**src/rtl/ascon_ctrl_fsm.sv**
```systemverilog
// ascon_ctrl_fsm: round/enable sequencer for the ASCON-128 permutation datapath
module ascon_ctrl_fsm #(
  parameter int NB_AD_BLOCKS = 1,
  parameter int NB_PT_BLOCKS = 4
) (
  input  logic       clock_i,
  input  logic       resetb_i,
  input  logic       start_i,
  input  logic       data_valid_i,
  output logic       data_ready_o,
  output logic       sel_o,
  output logic       en_o,
  output logic [3:0] round_o,
  output logic       en_xor_data_o,
  output logic       en_xor_key_o,
  output logic       en_xor_key_final_o,
  output logic       en_xor_lsb_o,
  output logic       en_out_cipher_o,
  output logic       en_out_tag_o,
  output logic       cipher_valid_o,
  output logic       busy_o,
  output logic       done_o
);
  localparam int AW = NB_AD_BLOCKS > 1 ? $clog2(NB_AD_BLOCKS) : 1;
  localparam int PW = NB_PT_BLOCKS > 1 ? $clog2(NB_PT_BLOCKS) : 1;
  typedef enum logic [2:0] {IDLE, INIT, WAIT_AD, AD, WAIT_PT, PT, FINAL, DONE} state_t;
  state_t state, state_n;
  logic [3:0] cnt, cnt_n;
  logic [AW-1:0] ad_cnt, ad_n;
  logic [PW-1:0] pt_cnt, pt_n;
  logic r11, ad_last, pt_last, pt_next_last, wait_st, xfer;
  assign r11 = cnt == 4'd11;
  assign ad_last = int'(ad_cnt) == NB_AD_BLOCKS - 1;
  assign pt_last = int'(pt_cnt) == NB_PT_BLOCKS - 1;
  assign pt_next_last = int'(pt_cnt) + 2 == NB_PT_BLOCKS;
  assign wait_st = state == WAIT_AD || state == WAIT_PT;
  assign xfer = wait_st && data_valid_i;
  always_ff @(posedge clock_i or negedge resetb_i)
    if (!resetb_i) begin
      state <= IDLE;
      cnt <= '0;
      ad_cnt <= '0;
      pt_cnt <= '0;
      cipher_valid_o <= 1'b0;
    end else begin
      state <= state_n;
      cnt <= cnt_n;
      ad_cnt <= ad_n;
      pt_cnt <= pt_n;
      cipher_valid_o <= en_out_cipher_o;
    end
  // round counter is preloaded on entry to a wait state with the round the transfer will run
  always_comb begin
    state_n = state;
    cnt_n = cnt;
    ad_n = ad_cnt;
    pt_n = pt_cnt;
    case (state)
      IDLE: if (start_i) begin
        state_n = INIT;
        cnt_n = '0;
        ad_n = '0;
        pt_n = '0;
      end
      INIT: begin
        state_n = r11 ? WAIT_AD : INIT;
        cnt_n = r11 ? 4'd6 : cnt + 4'd1;
      end
      WAIT_AD: if (data_valid_i) begin
        state_n = AD;
        cnt_n = 4'd7;
      end
      AD: if (!r11) cnt_n = cnt + 4'd1;
        else if (ad_last) begin
          state_n = WAIT_PT;
          cnt_n = pt_last ? 4'd0 : 4'd6;
        end else begin
          state_n = WAIT_AD;
          cnt_n = 4'd6;
          ad_n = ad_cnt + 1'b1;
        end
      WAIT_PT: if (data_valid_i) begin
        state_n = pt_last ? FINAL : PT;
        cnt_n = pt_last ? 4'd1 : 4'd7;
      end
      PT: if (!r11) cnt_n = cnt + 4'd1;
        else begin
          state_n = WAIT_PT;
          cnt_n = pt_next_last ? 4'd0 : 4'd6;
          pt_n = pt_cnt + 1'b1;
        end
      FINAL: begin
        state_n = r11 ? DONE : FINAL;
        cnt_n = r11 ? 4'd0 : cnt + 4'd1;
      end
      default: state_n = IDLE;
    endcase
  end
  always_comb begin
    data_ready_o = wait_st;
    en_o = xfer || state == INIT || state == AD || state == PT || state == FINAL;
    sel_o = en_o && !(state == INIT && cnt == 4'd0);
    round_o = cnt;
    en_xor_data_o = xfer;
    en_xor_key_o = xfer && state == WAIT_PT && pt_last;
    en_xor_key_final_o = (state == INIT || state == FINAL) && r11;
    en_xor_lsb_o = state == AD && r11 && ad_last;
    en_out_cipher_o = xfer && state == WAIT_PT;
    en_out_tag_o = state == FINAL && r11;
    busy_o = state != IDLE;
    done_o = state == DONE;
  end
endmodule

```
**config.mk**
```make
export PLATFORM = sky130hd
export DESIGN_NAME = ascon_ctrl_fsm
export DESIGN_NICKNAME = d
export VERILOG_FILES = /design/src/rtl/ascon_ctrl_fsm.sv
export SDC_FILE = /design/constraint.sdc
export NUM_CORES = 1
export LEC_CHECK = 0
export ABC_AREA = 1
export CAP_MARGIN = 5
export CORE_MARGIN = 1
export CORE_UTILIZATION = 50
export CTS_BUF_LIST = sky130_fd_sc_hd__clkbuf_8
export DETAILED_ROUTE_END_ITERATION = 8
export PLACE_DENSITY = 0.86
export SLEW_MARGIN = 10
export SYNTH_ARGS = -nofsm -noshare
export SYNTH_HDL_FRONTEND = slang
export SYNTH_SLANG_ARGS = --single-unit
```
**constraint.sdc**
```tcl
create_clock -name clock_i -period 1.6 [get_ports clock_i]
set_input_delay 0.32 -clock clock_i [delete_from_list [all_inputs] [get_ports clock_i]]
set_output_delay 0.32 -clock clock_i [all_outputs]
set_load 0.03 [all_outputs]
```
==> flow_summary.html, run 1 <==
<table>
<tr><th>Metric</th><th>Value</th></tr>
<tr><th colspan="2">Status</th></tr>
<tr><td>Outcome</td><td>stopped before the end</td></tr>
<tr><td>Stage reached</td><td>global routing (5_1_grt)</td></tr>
<tr><td>First logged error message</td><td>[ERROR DPL-0038] Utilization greater than 100%, impossible to legalize</td></tr>
<tr><th colspan="2">Floorplan</th></tr>
<tr><td>Initial core utilization</td><td>57.0%</td></tr>
<tr><td>Die Width</td><td>41.7 um</td></tr>
<tr><td>Rows</td><td>13</td></tr>
<tr><td>Floorplan die height</td><td>41.7 um</td></tr>
<tr><td>Top-level I/O count</td><td>20</td></tr>
<tr><th colspan="2">STA</th></tr>
<tr><td>Worst setup endpoint after the global-route repair_timing</td><td>en_o</td></tr>
<tr><td>Worst endpoint type</td><td>primary output</td></tr>
<tr><th colspan="2">Logic synthesis</th></tr>
<tr><td>Synth Cell Area</td><td>~790 sq um</td></tr>
<tr><td>Total of flip-flops plus latches after synthesis</td><td>10</td></tr>
<tr><td>Number of warnings reported in the yosys synthesis log</td><td>0</td></tr>
<tr><td>Area share of the largest cell type after synthesis</td><td>31.7%</td></tr>
<tr><td>Post-synthesis cell count</td><td>125</td></tr>
<tr><td>Dominant cell type by area after synthesis</td><td>dfrtp_1</td></tr>
<tr><td>FFs w/ async S/R, synth</td><td>100%</td></tr>
<tr><td>Mean instance size in the synthesized netlist</td><td>around 6.3 sq um</td></tr>
<tr><td>Net count of the mapped netlist</td><td>133</td></tr>
<tr><td>Sequential cell area fraction in the yosys report</td><td>31.7%</td></tr>
<tr><td>Biggest area contributors in the synthesized netlist</td><td>dfrtp_1 32%, nand2_1 21%, inv_1 8.6%</td></tr>
<tr><td>Number of enable flip-flop cells after synthesis</td><td>0</td></tr>
<tr><td>Number of distinct library cell variants in the gate-level netlist after synthesis</td><td>19</td></tr>
<tr><td>Predominant post-synthesis flop cell</td><td>dfrtp_1</td></tr>
<tr><th colspan="2">Clock tree</th></tr>
<tr><td>Clock Sinks</td><td>10</td></tr>
<tr><td>H-Tree Depth</td><td>1</td></tr>
<tr><td>Clock Tree Root</td><td>clkbuf_8</td></tr>
<tr><td>Num CTS Buffers</td><td>3</td></tr>
<tr><td>Max Root-Sink Buffers</td><td>2</td></tr>
<tr><th colspan="2">Placed design</th></tr>
<tr><td>Detailed-placement wirelength estimate</td><td>1670 um</td></tr>
<tr><td>Routability congestion estimate from global placement</td><td>between 0.9 and 1</td></tr>
<tr><td>Count of buffers from port buffering</td><td>19</td></tr>
<tr><th colspan="2">Global routing</th></tr>
<tr><td>Maximum number of pins on one net before global-route repair</td><td>11</td></tr>
</table>
## metrics by stage
step	TNS (ps)	utilization, %	setup WS, ps	instance area (sq um)	cells
floorplan	-570	-	-181	826	125
detailed placement	-54.5	77.7	-36.9	1070	168
global placement	-7.39	77.7	-7.39	1070	168
CTS	-619	94.4	-190	1310	184
## synthesized netlist by cell type, types with 2 or more instances
library cell	count
nand2_1	44
nor2_2	2
o21ai_1	3
ha_1	4
o21ai_0	7
inv_1	18
nand3_1	10
inv_2	2
nor2_1	11
nand4_1	4
dfrtp_1	10
nand2_2	3
## what timing repair did
action                                  in CTS
pin swaps                                    6
gates resized for setup                     30
hold buffers                                 0
cloned                                       0
endpoints found under the setup margin      14
setup buffers                               12
## cells by family after synthesis
family                     share of synthesized area [%]
and+or+nand+nor                                     44.0
buffers and inverters                               9.52
AOI/OAI and AO/OA                                   8.41
DFF                                                 31.7
adders and majority gates                           6.35
==> run 2, diff against run 1 <==
--- a/config.mk
+++ b/config.mk
@@ -7,11 +7,10 @@
 export LEC_CHECK = 0
 export ABC_AREA = 1
 export CAP_MARGIN = 5
-export CORE_MARGIN = 1
-export CORE_UTILIZATION = 50
-export CTS_BUF_LIST = sky130_fd_sc_hd__clkbuf_8
+export CORE_AREA = 2 2 63 65
 export DETAILED_ROUTE_END_ITERATION = 8
-export PLACE_DENSITY = 0.86
+export DIE_AREA = 0 0 65 67
+export PLACE_DENSITY_LB_ADDON = 0.15
 export SLEW_MARGIN = 10
 export SYNTH_ARGS = -nofsm -noshare
 export SYNTH_HDL_FRONTEND = slang
==> run 2 against run 1 <==
Against the previous run: the flow now finishes, with violations (negative setup slack); synthesized cell count did not move; synthesized area is the same.
==> flow_summary.html, run 2 <==
<table>
<tr><th>Metric</th><th>Value</th></tr>
<tr><th colspan="2">Status</th></tr>
<tr><td>Outcome</td><td>finished with violations</td></tr>
<tr><td>Failing checks</td><td>negative setup slack</td></tr>
<tr><th colspan="2">Route</th></tr>
<tr><td>Routed WL</td><td>2470 um</td></tr>
<tr><td>Average via count per standard cell</td><td>4.28</td></tr>
<tr><td>DRC violations left</td><td>0</td></tr>
<tr><td>Starting DRC count in detailed routing</td><td>47</td></tr>
<tr><td>Via count</td><td>959</td></tr>
<tr><td>TritonRoute pass-1 iters</td><td>4</td></tr>
<tr><td>Antenna Violating Nets Remaining</td><td>0</td></tr>
<tr><td>Routed wirelength normalized by instance count</td><td>11.0 um</td></tr>
<tr><th colspan="2">Clock tree</th></tr>
<tr><td>Number of hold-repair buffers added at the cts stage</td><td>0 (unchanged)</td></tr>
<tr><td>H-Tree Depth</td><td>1 (unchanged)</td></tr>
<tr><td>Clock Sinks</td><td>10 (unchanged)</td></tr>
<tr><td>Reg clk slew, reported paths</td><td>50 ps</td></tr>
<tr><td>Max Root-Sink Buffers</td><td>2 (unchanged)</td></tr>
<tr><td>Num CTS Buffers</td><td>3 (unchanged)</td></tr>
<tr><td>Clock latency of the later-clocked register in the worst-skew pair</td><td>240 ps</td></tr>
<tr><td>TritonCTS clock tree</td><td>built</td></tr>
<tr><td>Clock Tree Root</td><td>clkbuf_8</td></tr>
<tr><th colspan="2">Logic synthesis</th></tr>
<tr><td>Biggest area contributors in the synthesized netlist</td><td>dfrtp_1 32%, nand2_1 21%, inv_1 8.6%</td></tr>
<tr><td>Predominant post-synthesis flop cell</td><td>dfrtp_1</td></tr>
<tr><td>Sequential cell area fraction in the yosys report</td><td>31.7% (unchanged)</td></tr>
<tr><td>Total of flip-flops plus latches after synthesis</td><td>10 (unchanged)</td></tr>
<tr><td>Area share of the largest cell type after synthesis</td><td>31.7% (unchanged)</td></tr>
<tr><td>Synth Cell Area</td><td>788 sq um (unchanged)</td></tr>
<tr><td>Net count of the mapped netlist</td><td>133 (unchanged)</td></tr>
<tr><td>Number of distinct library cell variants in the gate-level netlist after synthesis</td><td>19 (unchanged)</td></tr>
<tr><td>Mean instance size in the synthesized netlist</td><td>6.31 sq um (unchanged)</td></tr>
<tr><td>Number of warnings reported in the yosys synthesis log</td><td>0 (unchanged)</td></tr>
<tr><td>Dominant cell type by area after synthesis</td><td>dfrtp_1</td></tr>
<tr><td>FFs w/ async S/R, synth</td><td>100% (unchanged)</td></tr>
<tr><td>Cell types with the highest counts after synthesis</td><td>44 x nand2_1, 18 x inv_1, 11 x nor2_1, 10 x dfrtp_1, 10 x nand3_1</td></tr>
<tr><td>Number of enable flip-flop cells after synthesis</td><td>0 (unchanged)</td></tr>
<tr><td>Most common cell in the netlist</td><td>nand2_1</td></tr>
<tr><td>Post-synthesis cell count</td><td>125 (unchanged)</td></tr>
<tr><th colspan="2">Worst setup path</th></tr>
<tr><td>Worst R2R Start</td><td>state[2]$_DFFE_PN0P_</td></tr>
<tr><td>Worst path arrival time</td><td>about 1500 ps</td></tr>
<tr><td>Data required time at the worst endpoint</td><td>1280 ps</td></tr>
<tr><td>Critical Path Sink Type</td><td>output port</td></tr>
<tr><td>Highest cell delay on the worst timing path</td><td>430 ps</td></tr>
<tr><td>Reg-to-reg setup timing slack</td><td>80 ps</td></tr>
<tr><td>Worst reg2reg path depth</td><td>9</td></tr>
<tr><td>Cell chain of the critical path</td><td>buf_4, nand2_2, buf_6, nand4_1, buf_4, buf_6</td></tr>
<tr><td>Slowest CP cell</td><td>dfrtp_2</td></tr>
<tr><td>Endpoint of the most critical register-to-register path</td><td>state[0]$_DFFE_PN0P_</td></tr>
<tr><td>Sort of element at the start of the critical path</td><td>flop</td></tr>
<tr><td>Crit-path max FO</td><td>4</td></tr>
<tr><td>Worst Setup Path Type</td><td>reg2out</td></tr>
<tr><th colspan="2">Global routing</th></tr>
<tr><td>Wire length of the first global-routing pass</td><td>4150 um</td></tr>
<tr><td>Total track usage</td><td>between 10% and 20%</td></tr>
<tr><td>Antenna violations before repair</td><td>0</td></tr>
<tr><td>GRT Residual Overflow</td><td>0</td></tr>
<tr><td>Vias in the first global route</td><td>~900</td></tr>
<tr><td>Maximum number of pins on one net before global-route repair</td><td>11</td></tr>
<tr><th colspan="2">Floorplan</th></tr>
<tr><td>Floorplan core area</td><td>3610 sq um</td></tr>
<tr><td>Floorplan die height</td><td>67 um (+61%)</td></tr>
<tr><td>Die Width</td><td>65 um (+56%)</td></tr>
<tr><td>Initial core utilization</td><td>21.9% (-35 points)</td></tr>
<tr><td>Top-level I/O count</td><td>20 (unchanged)</td></tr>
<tr><td>Overall die area</td><td>4360 sq um</td></tr>
<tr><td>Rows</td><td>22 (+9)</td></tr>
<tr><th colspan="2">Pwr</th></tr>
<tr><td>Maximum resistive drop on vdd</td><td>approximately 0.82 mV</td></tr>
<tr><td>Clock share of power</td><td>around 14%</td></tr>
<tr><td>Internal</td><td>1.03 mW</td></tr>
<tr><td>Leakage</td><td>0.729 nW</td></tr>
<tr><td>Total net switching power</td><td>942 uW</td></tr>
<tr><td>Sequential share of power</td><td>21.4%</td></tr>
<tr><td>Combinational cell fraction of total power</td><td>64.4%</td></tr>
<tr><td>Switching Fraction</td><td>approximately 48%</td></tr>
<tr><td>Total power divided by cell area</td><td>roughly 1400 nW/um^2</td></tr>
<tr><th colspan="2">Placed design</th></tr>
<tr><td>Routability congestion estimate from global placement</td><td>0.860 (-4.5%)</td></tr>
<tr><td>Count of buffers from port buffering</td><td>19 (unchanged)</td></tr>
<tr><td>Worst setup slack before clock tree synthesis</td><td>-40.3 ps (-3.40 ps)</td></tr>
<tr><td>Detailed-placement wirelength estimate</td><td>1900 um (+14%)</td></tr>
<tr><th colspan="2">Layout</th></tr>
<tr><td>Combined flip-flop and latch cell area</td><td>254 sq um</td></tr>
<tr><td>Area grow syn2layout</td><td>77.9%</td></tr>
<tr><td>Area occupied by multi-input gates</td><td>between 500 and 600 sq um</td></tr>
<tr><td>Leading cell type in the layout, fill and taps excluded</td><td>nand2_1</td></tr>
<tr><td>Number of fill cells</td><td>about 380</td></tr>
<tr><td>Most frequent cells in the layout</td><td>36 x nand2_1, 29 x buf_4, 12 x inv_1</td></tr>
<tr><td>Share of final-layout standard cells stronger than drive strength 1</td><td>44.3%</td></tr>
<tr><td>Largest register FFs</td><td>4</td></tr>
<tr><td>Number of antenna cells inserted</td><td>0</td></tr>
<tr><td># nets final</td><td>185</td></tr>
<tr><th colspan="2">Run</th></tr>
<tr><td># Max-Cap Violations</td><td>0</td></tr>
<tr><th colspan="2">STA</th></tr>
<tr><td>Setup violations, final</td><td>10</td></tr>
<tr><td>Total count of hold-check failures in the final report</td><td>0</td></tr>
<tr><td>Least-Margin Pin Slew</td><td>323 ps</td></tr>
<tr><td>Final Critical Period</td><td>1790 ps</td></tr>
<tr><td>Total Neg Setup Slack</td><td>-933 ps</td></tr>
<tr><td>Fraction of the cycle the final worst path needs</td><td>112%</td></tr>
<tr><td>Max Transition Viols Final</td><td>0</td></tr>
<tr><td>Final Worst Setup Slack</td><td>-194 ps</td></tr>
<tr><td>Clk_skew</td><td>1.78 ps</td></tr>
<tr><td>Timing-limited maximum frequency</td><td>0.557 GHz</td></tr>
<tr><td>Worst slew margin</td><td>78.3%</td></tr>
<tr><td>RSZ-0062 raised after global routing</td><td>true</td></tr>
<tr><th colspan="2">Worst hold path</th></tr>
<tr><td>Worst min-delay path category</td><td>in2async</td></tr>
</table>
## run 2: cell counts after synthesis
Identical to the previous run, type by type.
## run 2: worst max-delay path: cells and delay by family (launching register included)
kind                   cells  cell delay [ps]
buffers and inverters      4              570
DFF                        1              430
and+or+nand+nor            2              240
## run 2: metrics by stage
stage | utilization, % | instances | hold WS (ps) | total power, mW | instance area [sq um]
after detailed placement | 32.1 | 206 | 512 | 1.57 | 1160
after floorplan | - | 125 | 24.4 | 1.11 | 826
after global routing | 38.9 | 224 | 393 | 2.13 | 1400
final | 38.9 | 224 | 379 | 1.97 | 1400
after CTS | 37.8 | 222 | 387 | 1.95 | 1360
after global placement | 32.1 | 206 | 497 | 1.57 | 1160
## run 2: worst max path at each step
stage,startpoint,endpoint,slack [ps],cells after the start
floorplan,state[1]$_DFFE_PN0P_,sel_o,-180,7
global placement,data_valid_i,en_o,-5,5
detailed placement,data_valid_i,en_o,-40,5
CTS,state[1]$_DFFE_PN0P_,en_o,-190,8
global route,state[1]$_DFFE_PN0P_,en_o,-270,8
finish,state[0]$_DFFE_PN0P_,en_o,-190,6
## run 2: layout make-up
| type | count | area share, % |
|---|---|---|
| sequential | 10 | 18.1 |
| multi-input combinational | 95 | 40.6 |
| timing repair buffer | 47 | 28.5 |
| clock buffer | 4 | 3.21 |
| tap | 48 | 4.28 |
| inverter | 20 | 5.35 |
## run 2: power groups by stage
stage | clock network (mW) | logic, mW | registers (mW)
finish | 0.281 | 1.27 | 0.422
global route | 0.302 | 1.39 | 0.436
CTS | 0.291 | 1.24 | 0.417
detailed placement | 0 | 1.16 | 0.407
global placement | 0 | 1.17 | 0.405
floorplan | 0 | 0.641 | 0.466
## run 2: logic make-up after synthesis
logic type               share of synthesized area [%]
AND/OR/NAND/NOR                                   44.0
flip-flops                                        31.7
AO/OA/AOI/OAI                                     8.41
buffers and inverters                             9.52
adder cells (fa/ha/maj)                           6.35
## run 2: layer usage
layer	track usage, %	routed length, um	part of all wire, %	up-vias
li1	-	-	-	498
met1	16.0	1180	48	438
met2	21.0	1170	47	21
met3	3.72	113	4.6	2
met4	1.60	8	0.32	0
met5	0	0	0	-
## run 2: repair_timing
action / CTS / global route
endpoints found under the setup margin: 15 / 17
pin swaps: 6 / 6
gates resized for setup: 29 / 12
buffers inserted: 12 / 2
No activity file was read; power rests on OpenSTA's default activity.
